==> src/rtl/addr_trace_fifo.sv <==
// addr_trace_fifo: first-word fall-through trace FIFO with drop counting and high-water tracking
module addr_trace_fifo #(
  parameter int DATA_W = 32,
  parameter int DEPTH  = 16,
  parameter int CNT_W  = $clog2(DEPTH) + 1
) (
  input  logic              clk,
  input  logic              reset,
  input  logic [DATA_W-1:0] wr_data,
  input  logic              wr_en,
  output logic [DATA_W-1:0] rd_data,
  output logic              rd_valid,
  input  logic              rd_ready,
  output logic [CNT_W-1:0]  level,
  output logic              full,
  output logic              empty,
  output logic              overflow,
  output logic [15:0]       drop_cnt,
  output logic [CNT_W-1:0]  hwm,
  input  logic              clear_stats
);
  localparam int AW = $clog2(DEPTH);
  logic [DATA_W-1:0] r_mem [DEPTH];
  logic [AW-1:0]     r_wp, r_rp;
  logic [CNT_W-1:0]  r_level, r_hwm;
  logic              r_ovf;
  logic [15:0]       r_drop;
  logic              w_pop, w_push, w_drop;
  logic [CNT_W-1:0]  w_level_nxt;
  assign empty    = r_level == '0;
  assign full     = r_level == CNT_W'(DEPTH);
  assign rd_valid = !empty;
  assign level    = r_level;
  assign hwm      = r_hwm;
  assign overflow = r_ovf;
  assign drop_cnt = r_drop;
  assign rd_data  = r_mem[r_rp];
  assign w_pop    = rd_valid && rd_ready;
  // a pop in the same cycle frees the slot, so a push at full still completes
  assign w_push   = wr_en && (!full || w_pop);
  assign w_drop   = wr_en && full && !w_pop;
  assign w_level_nxt = r_level + CNT_W'(w_push) - CNT_W'(w_pop);
  always_ff @(posedge clk)
    if (w_push) r_mem[r_wp] <= wr_data;
  always_ff @(posedge clk) begin
    if (reset) begin
      r_wp    <= '0;
      r_rp    <= '0;
      r_level <= '0;
      r_hwm   <= '0;
      r_ovf   <= 1'b0;
      r_drop  <= '0;
    end else begin
      r_wp    <= w_push ? r_wp + AW'(1) : r_wp;
      r_rp    <= w_pop ? r_rp + AW'(1) : r_rp;
      r_level <= w_level_nxt;
      // clear wins over a coincident drop
      r_hwm   <= (clear_stats || w_level_nxt > r_hwm) ? w_level_nxt : r_hwm;
      r_ovf   <= clear_stats ? 1'b0 : (r_ovf || w_drop);
      r_drop  <= clear_stats ? '0 : (w_drop && r_drop != 16'hFFFF) ? r_drop + 16'd1 : r_drop;
    end
  end
endmodule
==> config.mk <==
export PLATFORM = sky130hd
export DESIGN_NAME = addr_trace_fifo
export DESIGN_NICKNAME = d
export VERILOG_FILES = /design/src/rtl/addr_trace_fifo.sv
export SDC_FILE = /design/constraint.sdc
export NUM_CORES = 1
export LEC_CHECK = 0
export BUFFER_PORTS_ARGS = -buffer_cell sky130_fd_sc_hd__clkbuf_2
export CAP_MARGIN = 30
export CORE_MARGIN = 2
export CORE_UTILIZATION = 35
export CTS_BUF_LIST = sky130_fd_sc_hd__clkbuf_4
export CTS_CLUSTER_DIAMETER = 100
export DETAILED_ROUTE_END_ITERATION = 6
export PLACE_DENSITY = 0.47
export SLEW_MARGIN = 20
export SYNTH_ARGS = -nofsm -noshare
export SYNTH_HDL_FRONTEND = slang
export SYNTH_SLANG_ARGS = --single-unit
==> constraint.sdc <==
create_clock -name clk -period 5.3 [get_ports clk]
set_clock_uncertainty 0.2 [all_clocks]
set_input_delay 0.795 -clock clk [delete_from_list [all_inputs] [get_ports clk]]
set_output_delay 0.795 -clock clk [all_outputs]
set_load 0.005 [all_outputs]
==> flow_summary.ini, run 1 <==
[floorplanning]
initial_core_util = 0.353
die_h_um = 250
rows = 90
die_w_um = 250
num_io_pins = 99
dieArea_um2 = 62700
core_area_um2 = 60200

[yosys]
netlist.area_leader.share = 0.723
syn_area_per_cell_um2 = 22.2
yosysSeqAreaShare = 0.760
synth_area_leader_cell = edfxtp_1
syn_nets = 1013
ys_warn_count = 0
synth_area_leaders = edfxtp_1 72%, mux4_2 17%, dfxtp_1 3.7%
synth_seq_cells = 551
async_reset_ff_frac = 0
synth_ff_type = edfxtp_1
synth_edf_count = 512
synth_cells = 959
ys_types = 46
syn_area_um2 = 21300

[timing]
rsz0062_at_grt = no
max_slew.worst_pin.slew_ns = 0.881
setup_viol = 0
slew_viol_final = 0
finalSetupTns_ns = 0
finalHoldViolCount = 0
max_freq_mhz = 220
slew-limit-headroom = 0.413
min_period_ns = 4.55
period_share = 0.859
whs_ns = 0.181

[routing]
vias = 10600
drtIter0Drc = 697
ant_nets = 0
routed_wl_mm = 49.4
routed_via_density = 5.00
wl_per_cell_um = 23.4
drc = 0
dr.pass1.iters = 4

[clock_network]
clockBufferDepth = 3
insertion_delay_ns = 0.93
post-cts-setup-buffer-count = 0
cts_tree = built
htree_levels = 4
clk_pin_slew_ns = 0.06
cts.sinks = 551
root_buffer = clkbuf_4
cts_buffers = 151

[cells_and_area]
syn_to_final_growth_pct = 18.6
layout_commonest_cell = edfxtp_1
final_cell_mix = 512 x edfxtp_1, 224 x clkbuf_4, 160 x mux4_2
nFillCells = 5359
layout-drive-gt1-share = 0.416
layout.nets = 1279
fin_cells = 2112

[grt]
grt_overflow = 0
grt_max_degree = 129
grt_pass1_wl_mm = 73.7
antenna_found_initial = 3
grt_usage = 0.163
first_global_vias = 11600

[critical_path]
endpoint_kind = register
worstPathArrival_ns = 5.16
critical_path_class = register to register
worst_ep_required_time_ns = 5.91
r2r_start = level[2]
path_cells = inv_1 > ha_1 > or4b_2 > nand2_1 > or2_2 > nand2_1 > ha_1 > fa_1 > a21oi_1 > o21bai_1 > xnor2_1 > ha_1 > a211oi_1 > o221ai_1 > nand2_1 > mux2_2
critPathSlowestCell = or4b_2
setup.worst_path.start_class = register
crit_path_max_fanout = 6
crit_start = level[2]
max_stage_delay_ns = 0.69
reg2reg_to = hwm[2]
reg2reg_depth = 16
endpoint = hwm[2]
timing.reg2reg.setup_slack_ns = 0.75

[power]
p_switching_w = 0.00283
p_sw_frac = 0.257
power_density_nw_per_um2 = 437
clkPwrFrac = 0.343
combPwrFrac = 0.202
leakage_nw = 8.14
internal_power_w = 0.00818
peakVddDrop_v = 0.000224
finalPower_w = 0.0110
seqPwrFrac = 0.454

[placed_design]
place_hpwl_mm = 25.4
gp_congestion = 0.743
io_buffers = 98
dp_cells = 1817

[run]
cap_violations = 0

[status]
status = completed

[worst_hold_path]
hp-class = primary input to register
-- registers in the layout, indices dropped and copies added (netlist names), named ones only --
name / flops
level: 5
r_wp: 4
r_mem: 512
hwm: 5
r_rp: 4
drop_cnt: 16
overflow: 1
-- power groups by stage --
stage / clock [W] / combinational [W] / sequential, W
6_report: 0.00378 / 0.00223 / 0.00500
2_1_floorplan: 0 / 0.00161 / 0.00503
3_5_place_dp: 0 / 0.00227 / 0.00510
3_3_place_gp: 0 / 0.00227 / 0.00510
5_1_grt: 0.00418 / 0.00243 / 0.00502
4_1_cts: 0.00395 / 0.00230 / 0.00501
-- worst min-delay path by stage --
stage                     startpoint  cells past startpoint  endpoint
after floorplan              r_rp[1]                      2  register
after global placement      overflow                      2  overflow
after detailed placement    overflow                      2  overflow
after CTS                      reset                      2   r_rp[0]
after global routing           reset                      2   r_wp[0]
final                          reset                      2   r_rp[0]
-- final cells by class --
cell class              count  area (um^2)  share of cell area
diodes                      3         7.51            0.000298
well taps                 782          978              0.0388
clock inverters            31          228             0.00903
flip-flops and latches    551        16200               0.641
repair buffers            161         1130              0.0448
inverters                  13         48.8             0.00194
multi-input cells         347         4970               0.197
clock buffers             224         1680              0.0667
-- through the flow --
step / worst slack (ns) / utilization / cell area, um^2
finish: 0.749 / 0.418 / 25200
global route: 0.489 / 0.418 / 25200
CTS: 0.721 / 0.418 / 25200
detailed placement: 0.776 / 0.380 / 22900
global placement: 0.850 / 0.380 / 22900
floorplan: 0.986 / - / 21300
-- cells in the mapped netlist (2+ instances only) --
master      n
o211ai_1    2
or3_1       5
inv_1      13
nor2b_1     2
nor3_1      5
xor2_1      7
nand2_1    21
o21ai_0     4
and4_1      2
o41ai_1     2
mux2i_1     4
and2_1      2
nand2b_1    3
a211oi_1    2
nand3_1    13
or2_2       3
o31ai_1     7
and3_1      3
nor2_1     31
clkbuf_1   30
buf_1       2
mux4_2    160
nand4_1     5
nor4_1      3
xnor2_1     2
a41o_1      2
buf_2      16
mux2_2      4
or4_1       9
ha_1       16
edfxtp_1  512
dfxtp_1    39
a21oi_1    15
-- routing by layer --
metal | GRT usage | vias up | share of wire
met5 | 0 | - | 0.00022
met4 | 0.0604 | 2 | 0.018
met3 | 0.0466 | 75 | 0.045
met2 | 0.265 | 250 | 0.50
met1 | 0.209 | 5550 | 0.44
li1 | - | 4692 | -
-- cells by family after synthesis --
logic type               Yosys count  synth area share
XOR/XNOR                           9           0.00371
buffers and inverters             61            0.0117
flip-flops                       551             0.760
AO/OA/AOI/OAI                     40            0.0123
AND/OR/NAND/NOR                  113            0.0284
multiplexers                     168             0.174
adder cells (fa/ha/maj)           17            0.0104
-- critical path, delay by kind of cell, from the launching register on --
family	cells	cell delay (ns)
mux	1	0.35
flops	1	0.33
buf+inv	1	0.08
simple gates	5	1.30
fa+ha+maj	4	1.17
compound gates	4	0.71
xor+xnor	1	0.29
-- repair_timing --
action / CTS / global route
hold endpoints to repair: 520 / 0
resized for setup: 0 / 0
hold buffers: 35 / 0
(Power assumes the default switching activity.)
==> inputs of run 2 (changes only) <==
--- a/config.mk
+++ b/config.mk
@@ -7,3 +7,2 @@
 export LEC_CHECK = 0
-export BUFFER_PORTS_ARGS = -buffer_cell sky130_fd_sc_hd__clkbuf_2
 export CAP_MARGIN = 30
@@ -14,3 +13,4 @@
 export DETAILED_ROUTE_END_ITERATION = 6
-export PLACE_DENSITY = 0.47
+export DONT_BUFFER_PORTS = 1
+export PLACE_DENSITY = 0.46
 export SLEW_MARGIN = 20
==> constraint.sdc (replaced) <==
create_clock -name clk -period 4.4 [get_ports clk]
set_clock_uncertainty 0.2 [all_clocks]
set_input_delay 0.66 -clock clk [delete_from_list [all_inputs] [get_ports clk]]
set_output_delay 0.66 -clock clk [all_outputs]
set_load 0.05 [all_outputs]
==> flow_summary.ini, run 2 (synthesized netlist as in run 1, its figures left out) <==
[placed_design]
dp_cells = 1731
io_buffers = 0
gp_congestion = 0.731
place_hpwl_mm = 25.8

[floorplanning]
die_h_um = 250
initial_core_util = 0.353
die_w_um = 250
dieArea_um2 = 62700
num_io_pins = 99
rows = 90
core_area_um2 = 60200

[critical_path]
critPathSlowestCell = or4b_4
reg2reg_depth = 16
endpoint_kind = register
worstPathArrival_ns = 4.67
crit_path_max_fanout = 4
path_cells = inv_1 > ha_2 > or4b_4 > nand2_2 > or2_2 > nand2_1 > ha_1 > fa_2 > a21oi_1 > o21bai_1 > xnor2_2 > ha_1 > nand4_1 > or3b_4 > nand2_2 > mux2_2
critical_path_class = register to register
max_stage_delay_ns = 0.48
worst_ep_required_time_ns = 5.01
setup.worst_path.start_class = register

[timing]
max_freq_mhz = 247
rsz0062_at_grt = no
finalHoldViolCount = 0
slew_viol_final = 0
period_share = 0.921
max_slew.worst_pin.slew_ns = 0.921
slew-limit-headroom = 0.383
min_period_ns = 4.05
setup_viol = 0
finalSetupTns_ns = 0

[clock_network]
cts_buffers = 152
cts.sinks = 551
clockBufferDepth = 3
htree_levels = 4
insertion_delay_ns = 0.93
cts_tree = built
clk_pin_slew_ns = 0.05
root_buffer = clkbuf_4

[routing]
wl_per_cell_um = 24.8
ant_nets = 0
drtIter0Drc = 685
vias = 10400
drc = 0
dr.pass1.iters = 5
routed_wl_mm = 50.5
routed_via_density = 5.14

[worst_hold_path]
min_path_cells = 3
hp-class = primary input to register

[grt]
grt_overflow = 0
first_global_vias = 11300
grt_max_degree = 49
antenna_found_initial = 4
grt_pass1_wl_mm = 74.5
grt_usage = 0.166

[cells_and_area]
largest_reg_flops = 512
final_cell_mix = 512 x edfxtp_1, 224 x clkbuf_4, 160 x mux4_2
syn_to_final_growth_pct = 17.1
layout_commonest_cell = edfxtp_1
largest_register = r_mem
layout-drive-gt1-share = 0.383
fin_cells = 2033
nFillCells = 5371
layout.nets = 1197

[power]
peakVddDrop_v = 0.000461
finalPower_w = 0.0139
power_density_nw_per_um2 = 557
leakage_nw = 7.76

[run]
cap_violations = 0

[status]
status = completed
## run 2: final cells by class
cell class	instances	area [um^2]	area share
Sequential cell	551	16200	0.650
Multi-Input combinational cell	347	4990	0.201
Clock buffer	224	1680	0.0675
Tap cell	782	978	0.0393
Timing Repair Buffer	78	781	0.0314
Clock inverter	35	230	0.00925
Inverter	13	48.8	0.00196
Antenna cell	3	7.51	0.000302
## run 2: final timing paths
check	from	endpoint	slack [ns]
max	level[2]	hwm[1]	0.35
min	wr_en	r_wp[2]	0.17
max reg2reg	level[2]	hwm[1]	0.35
min reg2reg	r_rp[3]	register	0.34
## run 2: where the power goes
group	internal, W	leakage, nW	total (W)	switching (W)
clock	0.00244	1.10	0.00452	0.00209
combinational	0.00137	1.72	0.00326	0.00188
sequential	0.00590	4.95	0.00608	0.000180
## run 2: stage by stage
step                      setup slack [ns]  hold slack (ns)  area, um^2   util
after global routing                0.0904           0.0946       24900  0.413
after floorplan                    0.00828            0.263       21300      -
after detailed placement            0.0153            0.269       22600  0.374
after global placement               0.108            0.293       22600  0.374
after CTS                           0.0374          0.00973       24900  0.413
final                                0.346            0.174       24900  0.413
## run 2: worst max-delay path: cells and delay by family (launching register included)
| kind | cells | cell delay (ns) |
|---|---|---|
| fa+ha+maj | 4 | 1.14 |
| buf+inv | 1 | 0.08 |
| flops | 1 | 0.34 |
| compound gates | 2 | 0.27 |
| xor+xnor | 1 | 0.16 |
| simple gates | 7 | 1.42 |
| mux | 1 | 0.34 |
## run 2: timing repair
action / 4_1_cts / 5_1_grt
pin swaps: 3 / 1
setup endpoints to repair: 1 / 5
hold buffers: 38 / 0
hold endpoints to repair: 551 / 0
resized for setup: 0 / 4
setup buffers: 1 / 0
## run 2: routing by layer
layer / part of all wire / GRT usage
met5: 0.00081 / 0
met3: 0.061 / 0.0580
met4: 0.016 / 0.0556
met1: 0.44 / 0.218
met2: 0.48 / 0.258
==> inputs of run 3 (changes only) <==
- clock period: 4.4 -> 3.77 ns (I/O delays scaled with it)
==> flow_summary.ini, run 3 (synthesized netlist as in run 1, its figures left out) <==
[cells_and_area]
layout_commonest_cell = edfxtp_1
regArea_um2 = 16200
utilization = 0.428
largest_reg_flops = 512
layout.nets = 1231
final_cell_mix = 512 x edfxtp_1, 219 x clkbuf_4, 160 x mux4_2
syn_to_final_growth_pct = 21.2
largest_register = r_mem
multi_input_area_um2 = 5100
nFillCells = 5296
layout-drive-gt1-share = 0.403
final_cell_area_um2 = 25800

[routing]
vias = 10600
ant_nets = 0
drtIter0Drc = 685
dr.pass1.iters = 4
wl_per_cell_um = 25.5
drc = 0
routed_via_density = 5.13
routed_wl_mm = 52.6

[timing]
max_slew.worst_pin.slew_ns = 0.910
whs_ns = 0.289
setup_viol = 5
rsz0062_at_grt = yes
period_share = 1.00
slew_viol_final = 0
fin_ws_ns = -0.00988
slew-limit-headroom = 0.391
min_period_ns = 3.78
finalHoldViolCount = 0
finalSetupTns_ns = -0.0346
max_freq_mhz = 265

[clock_network]
htree_levels = 4
cts_tree = built
cts_buffers = 149
insertion_delay_ns = 0.93
root_buffer = clkbuf_4
clk_pin_slew_ns = 0.06
clockBufferDepth = 3
cts.sinks = 551

[status]
violations = setup timing
status = finished, violations left

[power]
power_density_nw_per_um2 = 670
leakage_nw = 8.11
finalPower_w = 0.0173
peakVddDrop_v = 0.000583

[placed_design]
place_hpwl_mm = 26.8
dpl_cell_area_um2 = 22900
io_buffers = 0
gp_congestion = 0.726

[grt]
grt_pass1_wl_mm = 76.9
grt_usage = 0.172
first_global_vias = 11500
grt_max_degree = 35
antenna_found_initial = 3
grt_overflow = 0

[floorplanning]
initial_core_util = 0.353
num_io_pins = 99
die_h_um = 250
rows = 90
dieArea_um2 = 62700
die_w_um = 250
core_area_um2 = 60200

[critical_path]
endpoint_kind = register
critical_path_class = register to register
r2r_start = level[2]
worst_ep_required_time_ns = 4.39
timing.reg2reg.setup_slack_ns = -0.01
crit_path_max_fanout = 4
worstPathArrival_ns = 4.40
crit_start = level[2]
reg2reg_to = hwm[2]
reg2reg_depth = 16
setup.worst_path.start_class = register

[worst_hold_path]
hp-class = register to register
min_from = r_rp[1]
min_path_cells = 2

[run]
cap_violations = 0
## run 3: cell type report
| type | instances | area share |
|---|---|---|
| tap | 782 | 0.0380 |
| sequential | 551 | 0.628 |
| multi-input combinational | 347 | 0.198 |
| antenna | 3 | 0.000291 |
| inverter | 13 | 0.00209 |
| clock inverter | 34 | 0.00884 |
| timing repair buffer | 115 | 0.0612 |
| clock buffer | 219 | 0.0638 |
## run 3: power breakdown
| group | switching [W] | internal [W] |
|---|---|---|
| combinational | 0.00259 | 0.00235 |
| sequential | 0.000171 | 0.00689 |
| clock | 0.00242 | 0.00285 |
| total | 0.00517 | 0.0121 |
## run 3: metrics by stage
step | worst slack, ns | cells
finish | -0.00988 | 2064
global route | -0.178 | 2062
CTS | -0.0618 | 2056
detailed placement | -0.0241 | 1743
global placement | 0.0243 | 1743
floorplan | -0.206 | 959
## run 3: timing repair
action	CTS	global route
gates resized for setup	14	14
endpoints found under the setup margin	34	36
pin swaps	5	9
hold endpoints to repair	575	0
gates cloned	11	3
buffers inserted	11	2
hold buffers	38	0
## run 3: how the worst max path moves through the flow
stage               cells past startpoint         end
floorplan                              17      hwm[0]
global placement                       16      hwm[0]
detailed placement                     16      hwm[0]
CTS                                     5  rd_data[4]
global route                           16      hwm[2]
finish                                 16      hwm[2]
## run 3: routing by layer
layer | global-route usage | vias to the layer above | routed length [um] | part of all wire
met5 | 0 | - | 13 | 0.00025
met4 | 0.0542 | 2 | 906 | 0.017
met3 | 0.0585 | 83 | 3080 | 0.059
met2 | 0.272 | 282 | 25700 | 0.49
met1 | 0.224 | 5614 | 22900 | 0.44
li1 | - | 4611 | - | -
## run 3: worst max-delay path: stages (launching register included)
cell	delay (ns)
dfxtp_4	0.35
inv_4	0.06
ha_4	0.12
or4b_4	0.47
nand2_4	0.08
or2_4	0.13
nand2_4	0.05
ha_4	0.15
fa_2	0.34
a21oi_2	0.13
o21bai_1	0.10
xnor2_1	0.15
ha_1	0.35
nand4_1	0.15
or3b_4	0.44
nand2_4	0.11
mux2_4	0.30
